<file path="src/rtl/instr_dispatch_if.sv">
// Bundle of the controller's run-control, instruction-memory and execution-unit signals.
// master = the dispatch controller, slave = the environment (memory, units, host).
interface instr_dispatch_if #(
    parameter int INSTR_W   = 64,
    parameter int ADDR_W    = 10,
    parameter int NUM_UNITS = 4
);
    logic                 start;
    logic                 abort;
    logic [ADDR_W:0]      prog_len;
    logic                 imem_empty;
    logic                 imem_fill_req;
    logic                 imem_fill_done;
    logic [ADDR_W-1:0]    imem_addr;
    logic                 imem_rd_en;
    logic [INSTR_W-1:0]   imem_rdata;
    logic [INSTR_W-1:0]   instr_out;
    // Dispatch handshake: instr_valid[k] stays high with instr_out stable until
    // the rising edge where unit_ready[k] is also high; that edge is the transfer.
    logic [NUM_UNITS-1:0] instr_valid;
    logic [NUM_UNITS-1:0] unit_ready;
    logic [NUM_UNITS-1:0] unit_done;
    logic                 busy;
    logic                 done;
    logic                 error;
    logic [1:0]           err_code;
    logic [ADDR_W-1:0]    pc;
    logic [3:0]           dbg_state;

    modport master (
        input  start, abort, prog_len, imem_empty, imem_fill_done, imem_rdata,
               unit_ready, unit_done,
        output imem_fill_req, imem_addr, imem_rd_en, instr_out, instr_valid,
               busy, done, error, err_code, pc, dbg_state
    );

    modport slave (
        output start, abort, prog_len, imem_empty, imem_fill_done, imem_rdata,
               unit_ready, unit_done,
        input  imem_fill_req, imem_addr, imem_rd_en, instr_out, instr_valid,
               busy, done, error, err_code, pc, dbg_state
    );
endinterface

</file>
<file path="src/rtl/instr_dispatch_fsm.sv">
// Instruction fetch/decode/dispatch controller: reads a program from instruction
// memory, routes each instruction to the selected execution unit and waits for it.
module instr_dispatch_fsm #(
    parameter int INSTR_W   = 64,
    parameter int ADDR_W    = 10,
    parameter int NUM_UNITS = 4,
    parameter int SEL_W     = 3,
    parameter int TIMEOUT   = 0
) (
    input  logic              clk,
    input  logic              rst_n,
    instr_dispatch_if.master  bus
);
    typedef enum logic [3:0] {
        S_IDLE, S_FILL, S_READ, S_WAIT, S_DECODE,
        S_DISPATCH, S_EXEC, S_FINISH, S_ERR
    } state_e;

    localparam int TW = (TIMEOUT > 1) ? $clog2(TIMEOUT) : 1;
    localparam logic [SEL_W-1:0] SEL_END = '1;

    state_e               state_q;
    logic [ADDR_W-1:0]    pc_q;
    logic [ADDR_W:0]      len_q;
    logic [INSTR_W-1:0]   instr_q;
    logic [NUM_UNITS-1:0] sel_oh_q;
    logic [NUM_UNITS-1:0] valid_q;
    logic                 fill_req_q;
    logic                 rd_en_q;
    logic                 busy_q;
    logic                 done_q;
    logic                 error_q;
    logic [1:0]           err_code_q;
    logic [TW-1:0]        timer_q;

    logic [SEL_W-1:0]     sel_d;
    logic [ADDR_W:0]      pc_inc_d;

    assign sel_d    = instr_q[INSTR_W-1 -: SEL_W];
    assign pc_inc_d = {1'b0, pc_q} + 1'b1;

    always_ff @(posedge clk or negedge rst_n) begin
        if (!rst_n) begin
            state_q    <= S_IDLE;
            pc_q       <= '0;
            len_q      <= '0;
            instr_q    <= '0;
            sel_oh_q   <= '0;
            valid_q    <= '0;
            fill_req_q <= 1'b0;
            rd_en_q    <= 1'b0;
            busy_q     <= 1'b0;
            done_q     <= 1'b0;
            error_q    <= 1'b0;
            err_code_q <= '0;
            timer_q    <= '0;
        end else begin
            done_q <= 1'b0;
            // Abort wins over everything while a program is in flight; error is left alone.
            if (bus.abort && state_q != S_IDLE && state_q != S_ERR) begin
                state_q    <= S_IDLE;
                valid_q    <= '0;
                fill_req_q <= 1'b0;
                rd_en_q    <= 1'b0;
                busy_q     <= 1'b0;
            end else begin
                case (state_q)
                    S_IDLE, S_ERR: begin
                        if (bus.start && !bus.abort) begin
                            error_q    <= 1'b0;
                            err_code_q <= 2'b00;
                            pc_q       <= '0;
                            len_q      <= bus.prog_len;
                            busy_q     <= 1'b1;
                            if (bus.prog_len == '0) begin
                                state_q <= S_FINISH;
                                done_q  <= 1'b1;
                            end else if (bus.imem_empty) begin
                                state_q    <= S_FILL;
                                fill_req_q <= 1'b1;
                            end else begin
                                state_q <= S_READ;
                                rd_en_q <= 1'b1;
                            end
                        end
                    end
                    S_FILL: begin
                        if (bus.imem_fill_done) begin
                            fill_req_q <= 1'b0;
                            rd_en_q    <= 1'b1;
                            state_q    <= S_READ;
                        end
                    end
                    S_READ: begin
                        rd_en_q <= 1'b0;
                        state_q <= S_WAIT;
                    end
                    S_WAIT: begin
                        instr_q <= bus.imem_rdata;
                        state_q <= S_DECODE;
                    end
                    S_DECODE: begin
                        if (sel_d == SEL_END) begin
                            state_q <= S_FINISH;
                            done_q  <= 1'b1;
                        end else if (32'(sel_d) < 32'(NUM_UNITS)) begin
                            valid_q  <= NUM_UNITS'(1) << sel_d;
                            sel_oh_q <= NUM_UNITS'(1) << sel_d;
                            state_q  <= S_DISPATCH;
                        end else begin
                            error_q    <= 1'b1;
                            err_code_q <= 2'b01;
                            busy_q     <= 1'b0;
                            state_q    <= S_ERR;
                        end
                    end
                    S_DISPATCH: begin
                        if (|(valid_q & bus.unit_ready)) begin
                            valid_q <= '0;
                            timer_q <= '0;
                            state_q <= S_EXEC;
                        end
                    end
                    S_EXEC: begin
                        if (|(sel_oh_q & bus.unit_done)) begin
                            if (pc_inc_d == len_q) begin
                                // A full 2**ADDR_W program would overflow pc, so it stays on the last index.
                                if (!pc_inc_d[ADDR_W]) pc_q <= pc_inc_d[ADDR_W-1:0];
                                state_q <= S_FINISH;
                                done_q  <= 1'b1;
                            end else begin
                                pc_q <= pc_inc_d[ADDR_W-1:0];
                                if (bus.imem_empty) begin
                                    state_q    <= S_FILL;
                                    fill_req_q <= 1'b1;
                                end else begin
                                    state_q <= S_READ;
                                    rd_en_q <= 1'b1;
                                end
                            end
                        end else if (TIMEOUT != 0 && int'(timer_q) == TIMEOUT - 1) begin
                            error_q    <= 1'b1;
                            err_code_q <= 2'b10;
                            busy_q     <= 1'b0;
                            state_q    <= S_ERR;
                        end else begin
                            timer_q <= timer_q + 1'b1;
                        end
                    end
                    S_FINISH: begin
                        busy_q  <= 1'b0;
                        state_q <= S_IDLE;
                    end
                    default: state_q <= S_IDLE;
                endcase
            end
        end
    end

    assign bus.imem_fill_req = fill_req_q;
    assign bus.imem_addr     = pc_q;
    assign bus.imem_rd_en    = rd_en_q;
    assign bus.instr_out     = instr_q;
    assign bus.instr_valid   = valid_q;
    assign bus.busy          = busy_q;
    assign bus.done          = done_q;
    assign bus.error         = error_q;
    assign bus.err_code      = err_code_q;
    assign bus.pc            = pc_q;
    assign bus.dbg_state     = state_q;
endmodule

</file>
<file path="src/flat_wrapper.sv">
// flat-port wrapper written by rule: the top's interface ports become plain ports
module instr_dispatch_fsm_flat 
#(
    parameter int INSTR_W   = 64,
    parameter int ADDR_W    = 10,
    parameter int NUM_UNITS = 4,
    parameter int SEL_W     = 3,
    parameter int TIMEOUT   = 0
)
  (clk, rst_n, bus_start, bus_abort, bus_prog_len, bus_imem_empty, bus_imem_fill_done, bus_imem_rdata, bus_unit_ready, bus_unit_done, bus_imem_fill_req, bus_imem_addr, bus_imem_rd_en, bus_instr_out, bus_instr_valid, bus_busy, bus_done, bus_error, bus_err_code, bus_pc, bus_dbg_state);
  instr_dispatch_if #(.INSTR_W(INSTR_W), .ADDR_W(ADDR_W), .NUM_UNITS(NUM_UNITS)) bus_i ();
  input  logic clk;
  input  logic rst_n;
  input wire logic [$bits(bus_i.start)-1:0] bus_start;
  input wire logic [$bits(bus_i.abort)-1:0] bus_abort;
  input wire logic [$bits(bus_i.prog_len)-1:0] bus_prog_len;
  input wire logic [$bits(bus_i.imem_empty)-1:0] bus_imem_empty;
  input wire logic [$bits(bus_i.imem_fill_done)-1:0] bus_imem_fill_done;
  input wire logic [$bits(bus_i.imem_rdata)-1:0] bus_imem_rdata;
  input wire logic [$bits(bus_i.unit_ready)-1:0] bus_unit_ready;
  input wire logic [$bits(bus_i.unit_done)-1:0] bus_unit_done;
  output wire logic [$bits(bus_i.imem_fill_req)-1:0] bus_imem_fill_req;
  output wire logic [$bits(bus_i.imem_addr)-1:0] bus_imem_addr;
  output wire logic [$bits(bus_i.imem_rd_en)-1:0] bus_imem_rd_en;
  output wire logic [$bits(bus_i.instr_out)-1:0] bus_instr_out;
  output wire logic [$bits(bus_i.instr_valid)-1:0] bus_instr_valid;
  output wire logic [$bits(bus_i.busy)-1:0] bus_busy;
  output wire logic [$bits(bus_i.done)-1:0] bus_done;
  output wire logic [$bits(bus_i.error)-1:0] bus_error;
  output wire logic [$bits(bus_i.err_code)-1:0] bus_err_code;
  output wire logic [$bits(bus_i.pc)-1:0] bus_pc;
  output wire logic [$bits(bus_i.dbg_state)-1:0] bus_dbg_state;
  assign bus_i.start = bus_start;
  assign bus_i.abort = bus_abort;
  assign bus_i.prog_len = bus_prog_len;
  assign bus_i.imem_empty = bus_imem_empty;
  assign bus_i.imem_fill_done = bus_imem_fill_done;
  assign bus_i.imem_rdata = bus_imem_rdata;
  assign bus_i.unit_ready = bus_unit_ready;
  assign bus_i.unit_done = bus_unit_done;
  assign bus_imem_fill_req = bus_i.imem_fill_req;
  assign bus_imem_addr = bus_i.imem_addr;
  assign bus_imem_rd_en = bus_i.imem_rd_en;
  assign bus_instr_out = bus_i.instr_out;
  assign bus_instr_valid = bus_i.instr_valid;
  assign bus_busy = bus_i.busy;
  assign bus_done = bus_i.done;
  assign bus_error = bus_i.error;
  assign bus_err_code = bus_i.err_code;
  assign bus_pc = bus_i.pc;
  assign bus_dbg_state = bus_i.dbg_state;
  instr_dispatch_fsm #(.INSTR_W(INSTR_W), .ADDR_W(ADDR_W), .NUM_UNITS(NUM_UNITS), .SEL_W(SEL_W), .TIMEOUT(TIMEOUT)) u_core (.clk(clk), .rst_n(rst_n), .bus(bus_i));
endmodule
</file>
<file path="config.mk">
export PLATFORM = sky130hd
export DESIGN_NAME = instr_dispatch_fsm_flat
export DESIGN_NICKNAME = d
export VERILOG_FILES = /design/src/rtl/instr_dispatch_if.sv /design/src/rtl/instr_dispatch_fsm.sv /design/src/flat_wrapper.sv
export SDC_FILE = /design/constraint.sdc
export NUM_CORES = 1
export LEC_CHECK = 0
export ABC_AREA = 1
export CELL_PAD_IN_SITES_DETAIL_PLACEMENT = 0
export CELL_PAD_IN_SITES_GLOBAL_PLACEMENT = 1
export CORE_ASPECT_RATIO = 1.2
export CORE_MARGIN = 5
export CORE_UTILIZATION = 33
export CTS_CLUSTER_SIZE = 40
export DETAILED_ROUTE_END_ITERATION = 6
export MAX_ROUTING_LAYER = met4
export PLACE_DENSITY_LB_ADDON = 0.1
export SYNTH_ARGS = -nofsm -noshare
export SYNTH_HDL_FRONTEND = slang
export SYNTH_SLANG_ARGS = --single-unit
</file>
<file path="constraint.sdc">
create_clock -name clk -period 2.7 [get_ports clk]
set_clock_uncertainty 0.2 [all_clocks]
set_input_delay 0.81 -clock clk [delete_from_list [all_inputs] [get_ports clk]]
set_output_delay 0.81 -clock clk [all_outputs]
set_load 0.005 [all_outputs]
</file>
==> results.md, run 1 <==
- The post-synthesis cell type count is 35.
- The run finished with clean final reports.
- Hold repair after CTS inserted 0 buffers.
- The first-pass iteration count of the detailed router is 4.
- The worst hold path was traced through 2 stages.
- Before CTS, the worst setup slack after placement is between 70 and 80 ps.
- The startpoint identified for the worst register-to-register timing path is u_core.bus.imem_addr[2]$_DFFE_PN0P_.
- In this design, the largest share of critical-path delay is due to buffers and inverters.
- Setup repair after global routing left no endpoint under its margin.
- For this run, the share of the core covered by cells in the final layout is 0.494.
- The top cell types in the final layout, fill and taps aside, are 185 x sky130_fd_sc_hd__clkdlybuf4s50_1, 119 x sky130_fd_sc_hd__nand2_1, 102 x sky130_fd_sc_hd__dfrtp_1.
- The final critical-path share of the clock period is 0.921.
- The placeable core region is 0.0148 mm2.
- The filler-free cell count of the finished design is 901.
- The signal on the critical path passes through clkdlybuf4s50_1.
- The wire length of the first global-routing pass is 22.6 mm.
- The final-layout setup total negative slack is 0 ps.
- For flop-to-flop paths, the worst setup slack is 480 ps.
- The worst-case IR drop observed on VDD is 0.000428 V.
- The count of warnings emitted by yosys is 0.
- During placement, the flow inserted port buffers numbering 186.
- The cell sitting at the root of the clock tree is a sky130_fd_sc_hd__clkbuf_16.
- The number of storage elements in the synthesis netlist is 102.
- For this run the aggregate overflow at the end of global routing stands at 0.
- Timing would allow up to 402 MHz.
- The endpoint class of the critical path is an output pin.
- The worst pin sits at a relative slew slack of 0.605.
- Leaving out fill and tap cells, the most frequent cell in the layout is sky130_fd_sc_hd__clkdlybuf4s50_1.
- The cell depth of the worst flop-to-flop path is 12.
- The count of endpoints failing setup in the final report is 0.
- The synthesized netlist net count is ~600.
- The total power per unit cell area is 965 mW/mm2.
- The row count is 49.
- The die span in y is 144 um.
- The boundary pin count is 188.
- STA puts the critical path data arrival time at 1480 ps.
- The first routing iteration left 174 violations.
- The worst-case clock buffer depth is 2.
- The per-instance average area after synthesis is 9.72 um2.
- The final worst-path setup slack is ~210 ps.
- The post-CTS setup repair buffer count is 0.
- The number of CTS-inserted buffers is 9.
- Subtracting the final worst setup slack from the clock period gives 2490 ps.
- The worst setup path is launched from a flop.
- The summed area of non-filler cells in the final layout is 0.00733 mm2.
- The die covers 0.0175 mm2.
- The worst hold slack after final layout is roughly 280 ps.
- The number of instances resized during post-cts repair is 0.
- In this run the static leakage power is 3.34 nW.
- After detailed routing, the total wire length is approximately 14 mm.
- The source of the worst hold timing path is u_core.sel_oh_q[0]$_DFFE_PN0P_.
- The all-layer global routing usage is 0.170.
- From left edge to right edge, the die measures 121 um.
- The number of sinks handled by clock tree synthesis is approximately 100.
- After technology mapping, the gate count stands at 506.
- The worst path buffer plus inverter count is 1.
- The overall power is 7.07 mW.
- The cell area after placement is 0.00702 mm2.
- The max-slew violation count is 0.
- The synthesized netlist occupies a cell area of ~0.0049 mm2.
- The post-detailed-route via-to-cell ratio is 4.59.
- The required time of the critical path is 1690 ps.
- After legalization and detailed placement, the total HPWL measured approximately 11 mm.
- The setup path with the least slack is of type flop to output pin.
- The fraction of final layout cells with drive strength greater than 1 is 0.154.
- The initial utilization of the core area, before any placement, comes to 0.331.
- The total placed cells including tap cells is 885.
- The path class of the lowest-slack min-delay path is flop to flop.
- After detailed routing, the average wire length per cell comes to 15.6 um.
- For the pin with the worst max-slew slack, the measured transition is 593 ps.
- The initial antenna violation count is 0.
- The worst register-to-register path ends at u_core.bus.imem_addr[2]$_DFFE_PN0P_.
- Entering global routing, the biggest net connects 103 pins.
- The tool flagged a number of max-cap violations equal to 0.
- The clock-pin slew on the worst setup and hold paths is about 70 ps.
- The total number of nets in the final design is 782.
- On the critical path, the stage with the largest delay is an instance of sky130_fd_sc_hd__clkdlybuf4s50_1.
- The sequential share of the synthesized area is 0.519.
- The number of DRC violations after detailed routing is 0.
- The clock network latency to the later pin of the worst-skew pair is 350 ps.
- The number of antenna cells inserted is 0.
- The number of nets still failing antenna checks after routing is 0.
- The clock tree synthesis step divided the H-tree into 3 levels.
- The TritonCTS clock tree is yes.
- The path with the worst hold slack has its endpoint at u_core.sel_oh_q[0]$_DFFE_PN0P_.
- The highest fanout seen on the critical path is 10.
- Routability-driven placement finished with a final weighted congestion of about 0.84.
- The total vias in the final route is 4138.
- The number of global-route vias before repair is 4413.
- In this design, the stage delay of the slowest critical-path cell is 580 ps.
- The number of failing hold endpoints at the final stage is 0.
- The area growth from synthesis to layout is 49.1%.
-- flip-flops by register name (all words and copies together) (netlist names) --
register,count
u_core.bus.imem_rd_en,1
u_core.bus.done,1
u_core.bus.instr_valid,4
u_core.bus.dbg_state,4
u_core.len_q,11
u_core.bus.imem_addr,10
u_core.bus.instr_out,64
u_core.bus.err_code,1
u_core.sel_oh_q,4
u_core.bus.imem_fill_req,1
u_core.bus.busy,1
-- cells in the mapped netlist --
cell type	number	area, um2
sky130_fd_sc_hd__o21bai_2	1	11.3
sky130_fd_sc_hd__nand3_4	2	35.0
sky130_fd_sc_hd__nand2_2	4	25.0
sky130_fd_sc_hd__buf_6	5	56.3
sky130_fd_sc_hd__buf_4	14	105
sky130_fd_sc_hd__nor3_1	6	30.0
sky130_fd_sc_hd__inv_1	47	176
sky130_fd_sc_hd__buf_2	5	25.0
sky130_fd_sc_hd__o21ai_0	18	90.1
sky130_fd_sc_hd__or2_2	1	6.26
sky130_fd_sc_hd__inv_2	4	15.0
sky130_fd_sc_hd__nor3_2	1	10.0
sky130_fd_sc_hd__nor2_1	32	120
sky130_fd_sc_hd__clkbuf_1	2	7.51
sky130_fd_sc_hd__nor2_4	5	56.3
sky130_fd_sc_hd__nand2_1	120	450
sky130_fd_sc_hd__nand3_1	26	130
sky130_fd_sc_hd__mux2_2	50	563
sky130_fd_sc_hd__xor2_1	1	8.76
sky130_fd_sc_hd__nand3_2	3	30.0
sky130_fd_sc_hd__o21ai_1	1	5.00
sky130_fd_sc_hd__nor2_2	3	18.8
sky130_fd_sc_hd__a31oi_1	1	6.26
sky130_fd_sc_hd__a22o_1	1	8.76
sky130_fd_sc_hd__o211ai_1	1	7.51
sky130_fd_sc_hd__xnor2_1	1	8.76
sky130_fd_sc_hd__nor4_1	1	6.26
sky130_fd_sc_hd__nand4_1	20	125
sky130_fd_sc_hd__dfrtp_1	102	2550
sky130_fd_sc_hd__a211oi_1	1	7.51
sky130_fd_sc_hd__conb_1	1	3.75
sky130_fd_sc_hd__nand3b_1	1	7.51
sky130_fd_sc_hd__ha_1	1	12.5
sky130_fd_sc_hd__mux2_1	12	135
sky130_fd_sc_hd__a21oi_1	12	60.1
-- layout make-up --
class | count | area [um2]
Multi-Input combinational cell | 327 | 1980
Timing Repair Buffer | 201 | 2030
Tap cell | 204 | 255
Clock inverter | 6 | 77.6
Clock buffer | 10 | 239
Fill cell | 1459 | 7500
Inverter | 51 | 191
Sequential cell | 102 | 2550
-- worst max path at each step --
stage	startpoint	to	slack, ps	cells past startpoint
after floorplan	bus_abort	u_core.bus.instr_out[25]$_DFFE_PN0P_	560	7
after global placement	bus_abort	u_core.bus.instr_out[41]$_DFFE_PN0P_	80	7
after detailed placement	bus_abort	u_core.bus.instr_out[24]$_DFFE_PN0P_	80	7
after CTS	u_core.bus.imem_addr[2]$_DFFE_PN0P_	bus_imem_addr[2]	190	1
after global routing	u_core.bus.imem_addr[2]$_DFFE_PN0P_	bus_pc[2]	160	1
final	u_core.bus.imem_addr[2]$_DFFE_PN0P_	bus_imem_addr[2]	210	1
-- cell families after synthesis --
family,share of synthesized area
buf+inv,0.0784
flops,0.519
xor+xnor,0.00356
fa+ha+maj,0.00254
simple gates,0.214
compound gates,0.0400
other cells,0.000763
mux,0.142
-- report_power, final --
group          internal (mW)  switching, mW
Combinational           1.85           1.28
Clock                  0.763          0.622
Sequential              2.16          0.390
-- per-layer routing --
layer	track usage	up-vias	part of all wire
li1	-	2020	-
met1	0.193	1949	0.40
met2	0.279	147	0.50
met3	0.0587	22	0.081
met4	0.0625	0	0.020
met5	-	-	0
-- tightest hold or removal path, stage by stage, from the launching register on --
cell and delay (ps):
sky130_fd_sc_hd__dfrtp_1 340, sky130_fd_sc_hd__nand2_1 50, sky130_fd_sc_hd__nand2_1 50
Note: power is estimated with default switching activity, not from simulation.
==> run 2, diff against run 1 <==
--- a/config.mk
+++ b/config.mk
@@ -6,6 +6,7 @@
 export NUM_CORES = 1
 export LEC_CHECK = 0
 export ABC_AREA = 1
+export ABC_CLOCK_PERIOD_IN_PS = 2700
 export CELL_PAD_IN_SITES_DETAIL_PLACEMENT = 0
 export CELL_PAD_IN_SITES_GLOBAL_PLACEMENT = 1
 export CORE_ASPECT_RATIO = 1.2
==> results of run 2 <==
Same layout as run 1: the final DEF is identical, and so are final timing and power.
